<file path="config.mk">
export PLATFORM = sky130hd
export DESIGN_NAME = multicycle_ctrl
export DESIGN_NICKNAME = d
export VERILOG_FILES = /design/src/rtl/multicycle_ctrl.sv
export SDC_FILE = /design/constraint.sdc
export NUM_CORES = 1
export LEC_CHECK = 0
export CAP_MARGIN = 20
export CELL_PAD_IN_SITES_DETAIL_PLACEMENT = 0
export CELL_PAD_IN_SITES_GLOBAL_PLACEMENT = 1
export CORE_AREA = 3 3 57 59
export CTS_BUF_LIST = sky130_fd_sc_hd__clkbuf_16
export DETAILED_ROUTE_END_ITERATION = 10
export DIE_AREA = 0 0 60 62
export PLACE_DENSITY_LB_ADDON = 0.1
export SLEW_MARGIN = 40
export SYNTH_ARGS = -nofsm -noshare
export SYNTH_HDL_FRONTEND = slang
export SYNTH_SLANG_ARGS = --single-unit
</file>
<file path="constraint.sdc">
create_clock -name clk_i -period 3.6 [get_ports clk_i]
set_clock_uncertainty 0.05 [all_clocks]
set_input_delay 0.72 -clock clk_i [delete_from_list [all_inputs] [get_ports clk_i]]
set_output_delay 0.72 -clock clk_i [all_outputs]
set_load 0.005 [all_outputs]
</file>
<file path="src/rtl/multicycle_ctrl.sv">
`default_nettype none
// ============================================================================
// Module   : multicycle_ctrl
// Brief    : FSM control unit for the multi-cycle MIPS datapath. Sequences
//            FETCH/DECODE/EXEC/ADDR/MEM/WB/BRANCH/JUMP, drives all datapath
//            strobes and mux selects, handshakes with variable-latency memory,
//            runs a memory-wait watchdog and flags illegal opcodes.
// Config   : define JUMP_EN to decode opcode 000010 (j) into the JUMP state;
//            when undefined, j is reported as illegal and PCSource never 10.
// Revision : 1.0 - initial release
// ============================================================================
module multicycle_ctrl #(
    parameter int ALU_OP_W    = 3,
    parameter int MEM_TIMEOUT = 16
) (
    input  logic                clk_i,
    input  logic                rst_i,
    input  logic [5:0]          instr_op_i,
    input  logic                mem_ready_i,
    output logic                PCWrite_o,
    output logic                PCWriteCond_o,
    output logic                IorD_o,
    output logic                MemRead_o,
    output logic                MemWrite_o,
    output logic                IRWrite_o,
    output logic                MemtoReg_o,
    output logic                RegDst_o,
    output logic                RegWrite_o,
    output logic                ALUSrcA_o,
    output logic [1:0]          ALUSrcB_o,
    output logic [ALU_OP_W-1:0] ALU_op_o,
    output logic [1:0]          PCSource_o,
    output logic [2:0]          state_o,
    output logic                illegal_o,
    output logic                timeout_o
);

    // ------------------------------------------------------------------
    // Encodings
    // ------------------------------------------------------------------
    localparam logic [2:0] c_ST_FETCH  = 3'd0;
    localparam logic [2:0] c_ST_DECODE = 3'd1;
    localparam logic [2:0] c_ST_EXEC   = 3'd2;
    localparam logic [2:0] c_ST_ADDR   = 3'd3;
    localparam logic [2:0] c_ST_MEM    = 3'd4;
    localparam logic [2:0] c_ST_WB     = 3'd5;
    localparam logic [2:0] c_ST_BRANCH = 3'd6;
    localparam logic [2:0] c_ST_JUMP   = 3'd7;

    localparam logic [5:0] c_OP_RTYPE = 6'b000000;
    localparam logic [5:0] c_OP_ADDI  = 6'b001000;
    localparam logic [5:0] c_OP_ANDI  = 6'b001100;
    localparam logic [5:0] c_OP_SLTI  = 6'b001010;
    localparam logic [5:0] c_OP_LW    = 6'b100011;
    localparam logic [5:0] c_OP_SW    = 6'b101011;
    localparam logic [5:0] c_OP_BEQ   = 6'b000100;
    localparam logic [5:0] c_OP_J     = 6'b000010;

    localparam logic [2:0] c_ALU_ADD   = 3'b000;
    localparam logic [2:0] c_ALU_SUB   = 3'b001;
    localparam logic [2:0] c_ALU_FUNCT = 3'b010;
    localparam logic [2:0] c_ALU_AND   = 3'b011;
    localparam logic [2:0] c_ALU_SLT   = 3'b100;

    localparam logic [1:0] c_SRCB_REGB  = 2'b00;
    localparam logic [1:0] c_SRCB_FOUR  = 2'b01;
    localparam logic [1:0] c_SRCB_IMM   = 2'b10;
    localparam logic [1:0] c_SRCB_IMMSH = 2'b11;

    localparam logic [1:0] c_PCSRC_ALU    = 2'b00;
    localparam logic [1:0] c_PCSRC_ALUOUT = 2'b01;
`ifdef JUMP_EN
    localparam logic [1:0] c_PCSRC_JUMP   = 2'b10;
`endif

    // Wait counter must hold the value MEM_TIMEOUT; keep at least one bit
    // so the vector stays legal when the watchdog is disabled.
    localparam int CNT_W = (MEM_TIMEOUT > 0) ? $clog2(MEM_TIMEOUT + 1) : 1;
    localparam logic [CNT_W-1:0] c_WD_LAST =
        CNT_W'((MEM_TIMEOUT > 0) ? (MEM_TIMEOUT - 1) : 0);

    // ------------------------------------------------------------------
    // Registers and wires
    // ------------------------------------------------------------------
    logic [2:0]       r_state;
    logic [5:0]       r_op;
    logic [CNT_W-1:0] r_wait_cnt;
    logic             r_timeout;

    logic [2:0]       w_state_nxt;
    logic             w_op_supported;
    logic             w_waiting;
    logic             w_wd_fire;

    logic             w_pcwrite;
    logic             w_pcwritecond;
    logic             w_iord;
    logic             w_memread;
    logic             w_memwrite;
    logic             w_irwrite;
    logic             w_memtoreg;
    logic             w_regdst;
    logic             w_regwrite;
    logic             w_alusrca;
    logic [1:0]       w_alusrcb;
    logic [2:0]       w_alu_op;
    logic [1:0]       w_pcsource;
    logic             w_illegal;

    // A memory wait cycle is any FETCH/MEM cycle where the access has not
    // completed; the watchdog fires on the MEM_TIMEOUT-th such cycle unless
    // ready arrives in that same cycle.
    assign w_waiting = ((r_state == c_ST_FETCH) || (r_state == c_ST_MEM)) && !mem_ready_i;
    assign w_wd_fire = (MEM_TIMEOUT != 0) && w_waiting && (r_wait_cnt == c_WD_LAST);

    // Opcodes this controller knows how to sequence.
    always_comb begin
        case (instr_op_i)
            c_OP_RTYPE, c_OP_ADDI, c_OP_ANDI, c_OP_SLTI,
            c_OP_LW, c_OP_SW, c_OP_BEQ: w_op_supported = 1'b1;
`ifdef JUMP_EN
            c_OP_J:                      w_op_supported = 1'b1;
`endif
            default:                     w_op_supported = 1'b0;
        endcase
    end

    // State register, latched opcode, watchdog counter and sticky timeout.
    always_ff @(posedge clk_i) begin
        if (rst_i) begin
            r_state    <= c_ST_FETCH;
            r_op       <= 6'b000000;
            r_wait_cnt <= '0;
            r_timeout  <= 1'b0;
        end else begin
            r_state <= w_state_nxt;
            if (r_state == c_ST_DECODE) begin
                r_op <= instr_op_i;
            end
            if (w_wd_fire) begin
                r_timeout <= 1'b1;
            end
            // Counter restarts whenever a state is (re-)entered.
            if ((w_state_nxt != r_state) || w_wd_fire) begin
                r_wait_cnt <= '0;
            end else if (w_waiting) begin
                r_wait_cnt <= r_wait_cnt + CNT_W'(1);
            end
        end
    end

    // Next-state sequencing; a watchdog expiry overrides everything.
    always_comb begin
        w_state_nxt = r_state;
        case (r_state)
            c_ST_FETCH: begin
                if (mem_ready_i) begin
                    w_state_nxt = c_ST_DECODE;
                end
            end
            c_ST_DECODE: begin
                case (instr_op_i)
                    c_OP_RTYPE, c_OP_ADDI,
                    c_OP_ANDI, c_OP_SLTI: w_state_nxt = c_ST_EXEC;
                    c_OP_LW, c_OP_SW:     w_state_nxt = c_ST_ADDR;
                    c_OP_BEQ:             w_state_nxt = c_ST_BRANCH;
`ifdef JUMP_EN
                    c_OP_J:               w_state_nxt = c_ST_JUMP;
`endif
                    default:              w_state_nxt = c_ST_FETCH;
                endcase
            end
            c_ST_EXEC:   w_state_nxt = c_ST_WB;
            c_ST_ADDR:   w_state_nxt = c_ST_MEM;
            c_ST_MEM: begin
                if (mem_ready_i) begin
                    w_state_nxt = (r_op == c_OP_LW) ? c_ST_WB : c_ST_FETCH;
                end
            end
            c_ST_WB:     w_state_nxt = c_ST_FETCH;
            c_ST_BRANCH: w_state_nxt = c_ST_FETCH;
            c_ST_JUMP:   w_state_nxt = c_ST_FETCH;
            default:     w_state_nxt = c_ST_FETCH;
        endcase
        if (w_wd_fire) begin
            w_state_nxt = c_ST_FETCH;
        end
    end

    // Datapath strobes and mux selects decoded from state and latched opcode.
    always_comb begin
        w_pcwrite     = 1'b0;
        w_pcwritecond = 1'b0;
        w_iord        = 1'b0;
        w_memread     = 1'b0;
        w_memwrite    = 1'b0;
        w_irwrite     = 1'b0;
        w_memtoreg    = 1'b0;
        w_regdst      = 1'b0;
        w_regwrite    = 1'b0;
        w_alusrca     = 1'b0;
        w_alusrcb     = c_SRCB_REGB;
        w_alu_op      = c_ALU_ADD;
        w_pcsource    = c_PCSRC_ALU;
        w_illegal     = 1'b0;
        case (r_state)
            c_ST_FETCH: begin
                // PC+4 computed in parallel with the instruction read.
                w_memread = 1'b1;
                w_alusrcb = c_SRCB_FOUR;
                w_irwrite = mem_ready_i;
                w_pcwrite = mem_ready_i;
            end
            c_ST_DECODE: begin
                // Speculative branch target PC + (imm << 2).
                w_alusrcb = c_SRCB_IMMSH;
                w_illegal = !w_op_supported;
            end
            c_ST_EXEC: begin
                w_alusrca = 1'b1;
                if (r_op == c_OP_RTYPE) begin
                    w_alusrcb = c_SRCB_REGB;
                    w_alu_op  = c_ALU_FUNCT;
                end else begin
                    w_alusrcb = c_SRCB_IMM;
                    case (r_op)
                        c_OP_ANDI: w_alu_op = c_ALU_AND;
                        c_OP_SLTI: w_alu_op = c_ALU_SLT;
                        default:   w_alu_op = c_ALU_ADD;
                    endcase
                end
            end
            c_ST_ADDR: begin
                w_alusrca = 1'b1;
                w_alusrcb = c_SRCB_IMM;
            end
            c_ST_MEM: begin
                w_iord     = 1'b1;
                w_memread  = (r_op == c_OP_LW);
                w_memwrite = (r_op == c_OP_SW);
            end
            c_ST_WB: begin
                w_regwrite = 1'b1;
                w_regdst   = (r_op == c_OP_RTYPE);
                w_memtoreg = (r_op == c_OP_LW);
            end
            c_ST_BRANCH: begin
                w_alusrca     = 1'b1;
                w_alusrcb     = c_SRCB_REGB;
                w_alu_op      = c_ALU_SUB;
                w_pcwritecond = 1'b1;
                w_pcsource    = c_PCSRC_ALUOUT;
            end
            c_ST_JUMP: begin
`ifdef JUMP_EN
                w_pcwrite  = 1'b1;
                w_pcsource = c_PCSRC_JUMP;
`endif
            end
            default: begin
                w_pcwrite = 1'b0;
            end
        endcase
    end

    // Architectural write strobes are suppressed while reset is asserted so
    // an instruction interrupted by reset cannot commit partial state.
    assign PCWrite_o     = w_pcwrite     & ~rst_i;
    assign PCWriteCond_o = w_pcwritecond & ~rst_i;
    assign MemRead_o     = w_memread     & ~rst_i;
    assign MemWrite_o    = w_memwrite    & ~rst_i;
    assign IRWrite_o     = w_irwrite     & ~rst_i;
    assign RegWrite_o    = w_regwrite    & ~rst_i;

    assign IorD_o        = w_iord;
    assign MemtoReg_o    = w_memtoreg;
    assign RegDst_o      = w_regdst;
    assign ALUSrcA_o     = w_alusrca;
    assign ALUSrcB_o     = w_alusrcb;
    assign ALU_op_o      = ALU_OP_W'(w_alu_op);
    assign PCSource_o    = w_pcsource;
    assign state_o       = r_state;
    assign illegal_o     = w_illegal;
    assign timeout_o     = r_timeout;

endmodule
`default_nettype wire
</file>
# After elaboration in Yosys (flattened, before gate mapping)
# Index checks and enable logic that the tools add are counted.
[totals]
register_bits = 15
inputBits = 9
wordCells = 68
[op_classes]
add_sub_neg = 1
n_eq_ne = 19
mux = 23
bitwise = 6
reduce_logical = 15
[op_table]
columns = ["cell", "count"]
rows = [
  ["6-bit by 4-bit equality test with 1-bit output, second input constant", 5],
  ["6-bit equality test, second input constant", 4],
  ["3-bit one-hot mux with 6 select lines", 1],
  ["3-bit 2-to-1 mux", 5],
  ["3-bit equality test, second input constant", 4],
  ["6-bit logical NOT", 2],
  ["3-bit one-hot mux with 2 select lines", 2],
  ["1-bit 2-to-1 mux", 11],
  ["3-bit one-hot mux with 3 select lines", 1],
  ["2-bit one-hot mux with 4 select lines", 1],
  ["7-bit OR reduction", 1],
  ["3-bit by 2-bit equality test with 1-bit output, second input constant", 2],
  ["6-bit by 3-bit equality test with 1-bit output, second input constant", 1],
  ["3-bit OR reduction", 2],
  ["5-bit by 1-bit adder with 5-bit output, second input constant", 1],
  ["1-bit AND", 5],
  ["5-bit by 4-bit equality test with 1-bit output, second input constant", 1],
  ["2-bit OR reduction", 2],
  ["4-bit OR reduction", 1],
  ["3-bit by 1-bit equality test with 1-bit output, second input constant", 1],
  ["3-bit logical NOT", 1],
  ["3-bit != test", 1],
  ["1-bit logical AND", 2],
  ["1-bit logical NOT", 2],
  ["4 further kinds", 5],
]

# Logic depth before layout (Yosys ltp)
# Gate-level depths: netlist (run 1).
[logic_depth]
ltp_word = 8
depth_mapped = 6

# Worst setup path after synthesis (run 1)
# OpenSTA, ideal clock, no wires.
[synth_path]
path_kind = "input to output"
from = "input rst_i"
to = "output PCWrite_o"
arrival_time_ns = 1.467
path_slack_ns = 1.363
path_stages = 3
n_path_buf = 1
path_cell_list = "or3_1 > nor3_1 > buf_4"
[synth_between]
elab_chain_len = 2
[synth_rtl]
columns = ["item", "line", "rtl"]
rows = [
  ["start, declared", "17", "input logic rst_i,"],
  ["1-bit inverter", "-", ""],
  ["1-bit AND", "-", ""],
  ["end, declared", "20", "output logic PCWrite_o,"],
]
# No other way between the ends.

# Worst setup path after layout (run 1)
[layout_path]
from = "input rst_i"
to = "output MemWrite_o"
[layout_between]
elab_chain_len = 2
[layout_rtl]
columns = ["item", "line", "rtl"]
rows = [
  ["1-bit inverter", "271", "assign MemWrite_o = w_memwrite & ~rst_i;"],
  ["1-bit AND", "271", ""],
  ["end, declared", "24", "output logic MemWrite_o,"],
]
# No other way between the ends.

==> flow_summary_export.csv, run 1 <==
group,metric,value,unit
worst_setup_path,end_kind,"output port",
logic_synthesis,avgSynthCellArea,8.21,um2
global_route,grt_use_total,14.4,%
placed_design,io_buffers,29,
run,drv_cap,0,
routing,drcViolationCount,0,
logic_synthesis,ys_seq_area_share,31.0,%
power_and_ir_drop,clock_power_share,46.5,%
timing,rsz0062_at_grt,"no",
floorplan,die_h,62,um
routing,post_drt_wl_per_cell,13.4,um
timing,slew_viol_final,0,
clock_tree,cts_sinks,15,
status,status,"complete, no violations",
cells_and_area,area_growth,37.1,%
power_and_ir_drop,swShare,23.2,%
power_and_ir_drop,p_sw,0.108,mW
timing,setup_violations,0,
global_route,grt_max_degree,20,
power_and_ir_drop,peakVddDrop,304,uV
logic_synthesis,netlist_area,968,um2
cells_and_area,fillers,283,
clock_tree,hold_buffers,0,
clock_tree,cts_tree,"built",
global_route,antenna_found_initial,0,
cells_and_area,multi_input_area,584,um2
floorplan,die_area,0.00372,mm2
timing,fmax,319,MHz
logic_synthesis,syn_nets,129,
min_path,worstHoldPathType,"reg -> reg",
logic_synthesis,async_reset_ff_share,0,%
floorplan,core-area,0.00276,mm2
routing,ant_nets,0,
cells_and_area,drive_gt1_share,9.03,%
cells_and_area,diodes,0,
worst_setup_path,critPathLaunchType,"primary input",
worst_setup_path,cp.arrival,2.37,ns
logic_synthesis,synth_warnings,0,
power_and_ir_drop,powerDensity,351,mW/mm2
power_and_ir_drop,seq_power_share,38.8,%
floorplan,num_rows,19,
clock_tree,clkTransAtPathRegs,0.05,ns
cells_and_area,area.sequential,300,um2
routing,vias,944,
logic_synthesis,synth-main-ff-cell,"dfxtp_1",
timing,finalCritPeriodShare,87.2,%
logic_synthesis,synth_cell_types,40,
cells_and_area,final_area,0.00133,mm2
logic_synthesis,synth_edf_count,0,
floorplan,die_w,60,um
placed_design,gp_congestion,0.749,
worst_setup_path,crit_type,"in -> out",
power_and_ir_drop,p_comb_share,14.7,%
routing,wl,2350,um
routing,drt_iter0_drc,54,
global_route,globalRouteOverflowTotal,0,
clock_tree,insertion_delay,0.25,ns
timing,max_slew_margin,57.6,%
cells_and_area,nets,156,
timing,period_needed,3.14,ns
clock_tree,cts.path.max_buffers,2,
placed_design,dp_hpwl,1780,um
power_and_ir_drop,p_leak,0.490,nW
clock_tree,postCtsResizedCells,0,
floorplan,initial_core_util,35.1,%
global_route,grt_pass1_wl,4040,um
timing,finalSetupTns,0,ns
logic_synthesis,synthCells,118,
clock_tree,cts_root_buf,"clkbuf_16",
routing,drt_pass1_iterations,4,
timing,hold_viol_final,0,
timing,worst_slew_pin_slew,0.635,ns
routing,vias_per_cell,5.39,
clock_tree,htreeDepth,1,
clock_tree,cts_made_buffers,3,
global_route,grt_pass1_vias,842,
logic_synthesis,ys_seq_elements,15,
clock_tree,post_cts_buffers,0,
power_and_ir_drop,internal-power,0.357,mW
worst_setup_path,required,2.83,ns
placed_design,place_area,0.00125,mm2
worst_setup_path,cp_max_fo,4,
floorplan,io_pins,31,
## power groups by stage
stage	Combinational [mW]	Clock, mW	Sequential (mW)
after floorplan	0.0434	0	0.180
after global placement	0.0677	0	0.184
after detailed placement	0.0688	0	0.184
after CTS	0.0691	0.222	0.181
after global routing	0.0772	0.230	0.182
final	0.0685	0.216	0.181
## placed cells by master (no fill, tap or decap), drive strengths merged, types with 2 or more instances in the layout
cell            n
or3             3
nand2b          2
nor4            8
xor2            2
dfxtp          15
nor3            4
o21ai           5
nand4           2
clkbuf          3
nand2           9
inv             5
a21oi           4
a211o           2
buf             2
clkdlybuf4s50  29
nor3b           2
mux2i           7
nor2b           4
ha              2
nor2           17
## routing by layer
metal,share of wire [%],GRT usage (%),wire length (um),vias up
li1,-,-,-,472
met4,1.1,3.80,25,0
met1,49,20.4,1160,436
met2,42,21.5,998,32
met3,7.0,3.93,165,4
met5,0,0,0,-
## stage by stage
stage,power [mW],setup WS (ns),hold WS (ns),util (%),cells
after global routing,0.489,0.324,0.474,48.1,175
after detailed placement,0.253,0.444,0.419,45.2,171
after global placement,0.252,0.443,0.407,45.2,171
after CTS,0.472,0.444,0.435,48.1,175
after floorplan,0.223,1.36,0.410,-,118
final,0.465,0.461,0.429,48.1,175
## logic make-up after synthesis
family,after synthesis,synth area share (%)
simple gates,57,32.2
compound gates,19,15.2
flops,15,31.0
buf+inv,14,8.66
mux,7,7.24
xor+xnor,3,2.71
fa+ha+maj,2,2.58
other cells,1,0.387
## registers in the layout, summed over array words and instances (netlist names)
signal,flops
r_op,6
r_wait_cnt,5
state_o,3
timeout_o,1
## path summary, 6_finish.rpt
path,from,slack (ns),cells past startpoint,end
max,rst_i,0.46,4,MemWrite_o
min,timeout_o,0.43,2,timeout_o
max reg2reg,r_wait_cnt[0],1.61,6,r_wait_cnt[4]
min reg2reg,timeout_o,0.43,2,timeout_o
## cell usage after synthesis (3+ instances only)
cell type	n	area (um2)
nor2_1	17	63.8
dfxtp_1	15	300
nand2_1	9	33.8
nor4_1	8	50.1
mux2i_1	7	70.1
inv_1	5	18.8
o21ai_0	5	25.0
a21oi_1	4	20.0
buf_4	4	30.0
nor2b_1	4	25.0
nor3_1	3	15.0
## layout make-up
class	instances	area share, %
inverters	5	1.41
clock buffers	3	5.66
well taps	31	2.92
flip-flops and latches	15	22.6
clock inverters	1	0.377
multi-input cells	89	44.0
repair buffers	31	23.0
## worst max-delay path: stages
cell and delay (ns):
clkdlybuf4s50_1 0.42, or3_1 0.39, nor4_1 0.28, clkdlybuf4s50_1 0.55
Note: power is estimated with default switching activity, not from simulation.
==> run 2, diff against run 1 <==
CORE_AREA = 3 3 60 62   (was 3 3 57 59)
DIE_AREA = 0 0 63 65   (was 0 0 60 62)
clock period = 3.2 ns   (was 3.6 ns; I/O delays follow)
==> run 2 against run 1 <==
Compared with the run above: global-route usage decreased by 2.1 points; first-iteration DRC count fell by 46%; critical path depth stayed put; worst setup slack lost 0.21 ns; design area grew 1.8%; largest power group unchanged; sequential share of layout area decreased by 0.40 points; die area rose by 10%; flip-flop and latch count did not move; core utilization shrank 4.2 points; power grew 13%; count of clock-buffer cells in the layout unchanged; combinational power increased by 15%.
==> flow_summary_export.csv, run 2 (synthesized netlist as in run 1, its figures left out) <==
group,metric,value,unit
cells_and_area,regMostFlops,"r_op",
worst_setup_path,cp_max_fo,4,
run,drv_cap,0,
timing,fmax,339,MHz
clock_tree,cts_tree,"built",
placed_design,dp_hpwl,1860,um
power_and_ir_drop,peakVddDrop,207,uV
routing,ant_nets,0,
power_and_ir_drop,total_power,0.526,mW
cells_and_area,fin_util,43.9,%
routing,wl,2390,um
clock_tree,cts_sinks,15,
global_route,grt_use_met3,2.25,%
floorplan,io_pins,31,
floorplan,die_h,65,um
cells_and_area,multi_input_area,584,um2
cells_and_area,area.sequential,300,um2
worst_setup_path,cp.arrival,2.26,ns
cells_and_area,stdcell_count,189,
worst_setup_path,slowest_stage,"clkdlybuf4s50_1",
cells_and_area,largest_register_ffs,6,
clock_tree,cts.path.max_buffers,2,
power_and_ir_drop,p_sw,0.123,mW
worst_setup_path,required,2.51,ns
placed_design,place_area,0.00127,mm2
floorplan,num_rows,20,
clock_tree,insertion_delay,0.25,ns
worst_setup_path,crit_chain,"clkdlybuf4s50_1, or3_1, nor4_1, clkdlybuf4s50_1",
clock_tree,hold_buffers,0,
worst_setup_path,path_buf_inv,2,
routing,vias,924,
status,status,"complete, no violations",
timing,slew_viol_final,0,
global_route,grt_max_degree,20,
routing,drt_iter0_drc,29,
cells_and_area,fillers,312,
placed_design,gp_congestion,0.813,
global_route,busiest_layer,"met2",
clock_tree,htreeDepth,1,
floorplan,initial_core_util,31.5,%
timing,max_slew_margin,56.5,%
cells_and_area,mostFrequentLayoutCells,"clkdlybuf4s50_1 (29), nor2_1 (17), dfxtp_1 (15), nand2_1 (9), nor4_1 (8)",
cells_and_area,final_common_cell,"clkdlybuf4s50_1",
timing,worst_slew_pin_slew,0.652,ns
global_route,antenna_found_initial,0,
timing,finalSetupTns,0,ns
placed_design,io_buffers,29,
power_and_ir_drop,seq_power_share,38.3,%
routing,vias_per_cell,4.89,
worst_setup_path,end_kind,"output port",
worst_setup_path,critPathLaunchType,"primary input",
clock_tree,postCtsResizedCells,0,
worst_setup_path,cpPeakStageDelay,0.56,ns
cells_and_area,diodes,0,
floorplan,die_w,63,um
cells_and_area,drive_gt1_share,9.66,%
placed_design,placed_cells,185,
min_path,worstHoldPathType,"reg -> reg",
timing,final.setup.worst_slack,0.254,ns
placed_design,place_ws,0.256,ns
cells_and_area,area_growth,39.5,%
global_route,use_met1,16.9,%
clock_tree,cts_root_buf,"clkbuf_16",
routing,post_drt_wl_per_cell,12.6,um
timing,finalCritPeriodShare,92.1,%
clock_tree,cts_made_buffers,3,
worst_setup_path,critPathTopFamily,"buffers and inverters",
cells_and_area,final_area,0.00135,mm2
power_and_ir_drop,powerDensity,389,mW/mm2
timing,period_needed,2.95,ns
cells_and_area,nets,157,
power_and_ir_drop,clock_power_share,46.6,%
timing,setup_violations,0,
routing,drcViolationCount,0,
timing,rsz0062_at_grt,"no",
power_and_ir_drop,p_leak,0.496,nW
timing,whs,0.435,ns
global_route,grt_pass1_wl,4090,um
worst_setup_path,critPathMostFrequentCell,"clkdlybuf4s50_1",
global_route,globalRouteOverflowTotal,0,
floorplan,core-area,0.00308,mm2
clock_tree,clkTransAtPathRegs,0.05,ns
worst_setup_path,crit_type,"in -> out",
global_route,grt_use_total,12.3,%
power_and_ir_drop,internal-power,0.403,mW
power_and_ir_drop,p_comb_share,15.0,%
global_route,grt_pass1_vias,856,
routing,drt_pass1_iterations,4,
timing,hold_viol_final,0,
floorplan,die_area,0.00410,mm2
power_and_ir_drop,swShare,23.4,%
global_route,use_met2,19.4,%
clock_tree,post_cts_buffers,0,
## run 2: changes by cell type in the layout (fill, tap and decap cells not counted), sizes merged
cell,before,now
buf,2,3
## run 2: layout make-up
| class | count | share of cell area [%] |
|---|---|---|
| Multi-Input combinational cell | 89 | 43.2 |
| Timing Repair Buffer | 32 | 23.1 |
| Sequential cell | 15 | 22.2 |
| Clock buffer | 3 | 5.56 |
| Tap cell | 44 | 4.07 |
| Inverter | 5 | 1.39 |
| Clock inverter | 1 | 0.370 |
## run 2: per-layer routing
metal | vias up | routed length [um]
li1 | 478 | -
met1 | 423 | 1150
met2 | 21 | 1120
met3 | 2 | 101
met4 | 0 | 19
met5 | - | 0
## run 2: power groups by stage
stage,logic [mW],registers [mW],clock network (mW)
6_report,0.0791,0.202,0.245
5_1_grt,0.0880,0.203,0.258
4_1_cts,0.0798,0.202,0.251
3_5_place_dp,0.0795,0.206,0
3_3_place_gp,0.0803,0.206,0
2_1_floorplan,0.0488,0.202,0
## run 2: worst reg2reg max path: stages, from the launching register on
cell     delay (ns)
dfxtp_1        0.33
ha_1           0.22
and3_1         0.18
ha_1           0.24
a21o_2         0.24
o32a_1         0.36
nor4_1         0.25
## run 2: path summary, 6_finish.rpt
path / startpoint / to / slack [ns] / depth (start not counted)
setup reg to reg: r_wait_cnt[0] / r_wait_cnt[1] / 1.24 / 6
hold reg to reg: timeout_o / timeout_o / 0.44 / 2
hold / removal: timeout_o / timeout_o / 0.44 / 2
setup / recovery: rst_i / MemWrite_o / 0.25 / 4
==> run 3, diff against run 2 <==
ABC_AREA = 1   (was unset)
CORE_AREA = 3 3 61 63   (was 3 3 60 62)
DIE_AREA = 0 0 64 66   (was 0 0 63 65)
==> run 3 against run 2 <==
Compared with the run above: sequential power barely moved; critical endpoint is now illegal_o; global-route usage about the same; hold slack lost 0.031 ns; core utilization fell by 2.2 points; design area up 1.4%; worst setup slack better by 0.088 ns; sequential share of layout area is 0.30 points lower; area after synthesis is 1.7% higher; via count rose by 6.2%; routed wire length is 0.67% higher.
==> flow_summary_export.csv, run 3 <==
group,metric,value,unit
status,status,"complete, no violations",
cells_and_area,regMostFlops,"r_op",
floorplan,die_area,0.00422,mm2
cells_and_area,drive_gt1_share,14.5,%
cells_and_area,nets,184,
logic_synthesis,synth_top_cells_by_area,"dfxtp_1 (30%), nor2_1 (13%), nand2_1 (5.7%)",
logic_synthesis,ys_seq_elements,15,
cells_and_area,diodes,0,
cells_and_area,final_common_cell,"nor2_1",
cells_and_area,fillers,358,
timing,finalCritPeriodShare,89.3,%
routing,vias_per_cell,4.50,
logic_synthesis,synth_top_area_share,30.5,%
logic_synthesis,synth_edf_count,0,
global_route,grt_pass1_vias,934,
timing,finalSetupTns,0,ns
floorplan,die_h,66,um
worst_setup_path,r2r-end,"r_wait_cnt[2]",
global_route,grt_pass1_wl,4110,um
clock_tree,cts_root_buf,"clkbuf_16",
logic_synthesis,synth_area_leader_cell,"dfxtp_1",
logic_synthesis,synthTopCellsByCount,"nor2_1 (34), dfxtp_1 (15), nand2_1 (15)",
cells_and_area,mostFrequentLayoutCells,"nor2_1 (34), clkdlybuf4s50_1 (29), inv_1 (15), nand2_1 (15), dfxtp_1 (15)",
timing,fmax,350,MHz
floorplan,die_w,64,um
power_and_ir_drop,p_leak,0.548,nW
clock_tree,insertion_delay,0.24,ns
clock_tree,cts_sinks,15,
routing,ant_nets,0,
clock_tree,cts.path.max_buffers,2,
clock_tree,cts_tree,"built",
logic_synthesis,synth_cell_types,25,
floorplan,initial_core_util,30.0,%
routing,wl,2410,um
min_path,worstHoldPathType,"reg -> reg",
worst_setup_path,crit_type,"in -> out",
clock_tree,postCtsResizedCells,0,
timing,slew_viol_final,0,
timing,setup_violations,0,
global_route,grt_max_degree,12,
timing,whs,0.404,ns
routing,drt_iter0_drc,42,
cells_and_area,area_growth,39.1,%
logic_synthesis,syn_nets,155,
timing,rsz0062_at_grt,"no",
worst_setup_path,end_kind,"output port",
floorplan,num_rows,21,
logic_synthesis,netlist_area,985,um2
placed_design,io_buffers,29,
logic_synthesis,avgSynthCellArea,6.84,um2
cells_and_area,largest_register_ffs,6,
worst_setup_path,cp_max_fo,4,
floorplan,core-area,0.00328,mm2
clock_tree,htreeDepth,1,
cells_and_area,stdcell_count,218,
run,drv_cap,0,
logic_synthesis,async_reset_ff_share,0,%
worst_setup_path,cp.arrival,2.17,ns
placed_design,placed_cells,214,
worst_setup_path,r2r_start,"state_o[2]",
worst_setup_path,required,2.51,ns
worst_setup_path,r2r_setup_slack,1.55,ns
placed_design,gp_congestion,0.807,
timing,period_needed,2.86,ns
power_and_ir_drop,powerDensity,387,mW/mm2
min_path,min_from,"timeout_o",
logic_synthesis,yosysMostFrequentCell,"nor2_1",
routing,post_drt_wl_per_cell,11.0,um
clock_tree,clkTransAtPathRegs,0.05,ns
logic_synthesis,synth-main-ff-cell,"dfxtp_1",
clock_tree,hold_buffers,0,
worst_setup_path,critPathLaunchType,"primary input",
global_route,globalRouteOverflowTotal,0,
timing,hold_viol_final,0,
worst_setup_path,worstRegToRegCells,8,
logic_synthesis,ys_seq_area_share,30.5,%
global_route,grt_use_total,12.3,%
logic_synthesis,synth_warnings,0,
routing,drcViolationCount,0,
placed_design,dp_hpwl,2010,um
clock_tree,cts_made_buffers,3,
power_and_ir_drop,peakVddDrop,225,uV
logic_synthesis,synthCells,144,
min_path,whs_endpoint,"timeout_o",
routing,drt_pass1_iterations,4,
clock_tree,post_cts_buffers,0,
min_path,hold_depth,2,
routing,vias,981,
floorplan,io_pins,31,
global_route,antenna_found_initial,0,
-- run 3: worst max-delay path, stage by stage --
cell,delay (ns)
clkdlybuf4s50_1,0.53
nor2_1,0.07
nand3_1,0.15
nand3_1,0.16
nor2_1,0.11
clkdlybuf4s50_1,0.51
-- run 3: area by class of cell --
cell class,count,area (um2),area share [%]
Tap cell,46,57.6,4.20
Sequential cell,15,300,21.9
Clock inverter,1,3.75,0.274
Timing Repair Buffer,30,298,21.7
Clock buffer,3,75.1,5.48
Inverter,16,60.1,4.38
Multi-Input combinational cell,107,576,42.0
-- run 3: per-layer routing --
layer  wire length, um  vias up  GRT usage, %
met3               174        5          2.72
met1              1140      433          14.9
met2              1050       32          20.3
met5                 0        -             0
met4                47        0          6.47
li1                  -      511             -
-- run 3: per-stage QoR --
step                worst slack [ns]  power (mW)  area [um2]  utilization (%)
floorplan                       1.26       0.265         985                -
global placement               0.361       0.299        1290             39.3
detailed placement             0.345       0.299        1290             39.3
CTS                            0.329       0.538        1370             41.7
global route                   0.224       0.557        1370             41.7
finish                         0.342       0.530        1370             41.7
-- run 3: how the worst max path moves through the flow --
| stage | cells after the start | startpoint | endpoint |
|---|---|---|---|
| after floorplan | 4 | rst_i | MemWrite_o |
| after global placement | 8 | instr_op_i[2] | illegal_o |
| after detailed placement | 6 | instr_op_i[0] | illegal_o |
| after CTS | 6 | instr_op_i[0] | illegal_o |
| after global routing | 6 | instr_op_i[4] | illegal_o |
| final | 6 | instr_op_i[0] | illegal_o |
-- run 3: logic make-up after synthesis --
family	count (synthesis)	synth area share, %
other	1	0.381
AOI/OAI and AO/OA	17	9.02
buffers and inverters	22	11.1
DFF	15	30.5
and+or+nand+nor	83	42.8
muxes	1	1.02
adders and majority gates	2	2.54
xor gates and xnor gates	3	2.67
-- run 3: where the power goes --
part           switching (mW)  internal [mW]
sequential            0.00897          0.196
combinational          0.0494         0.0400
clock                  0.0706          0.165
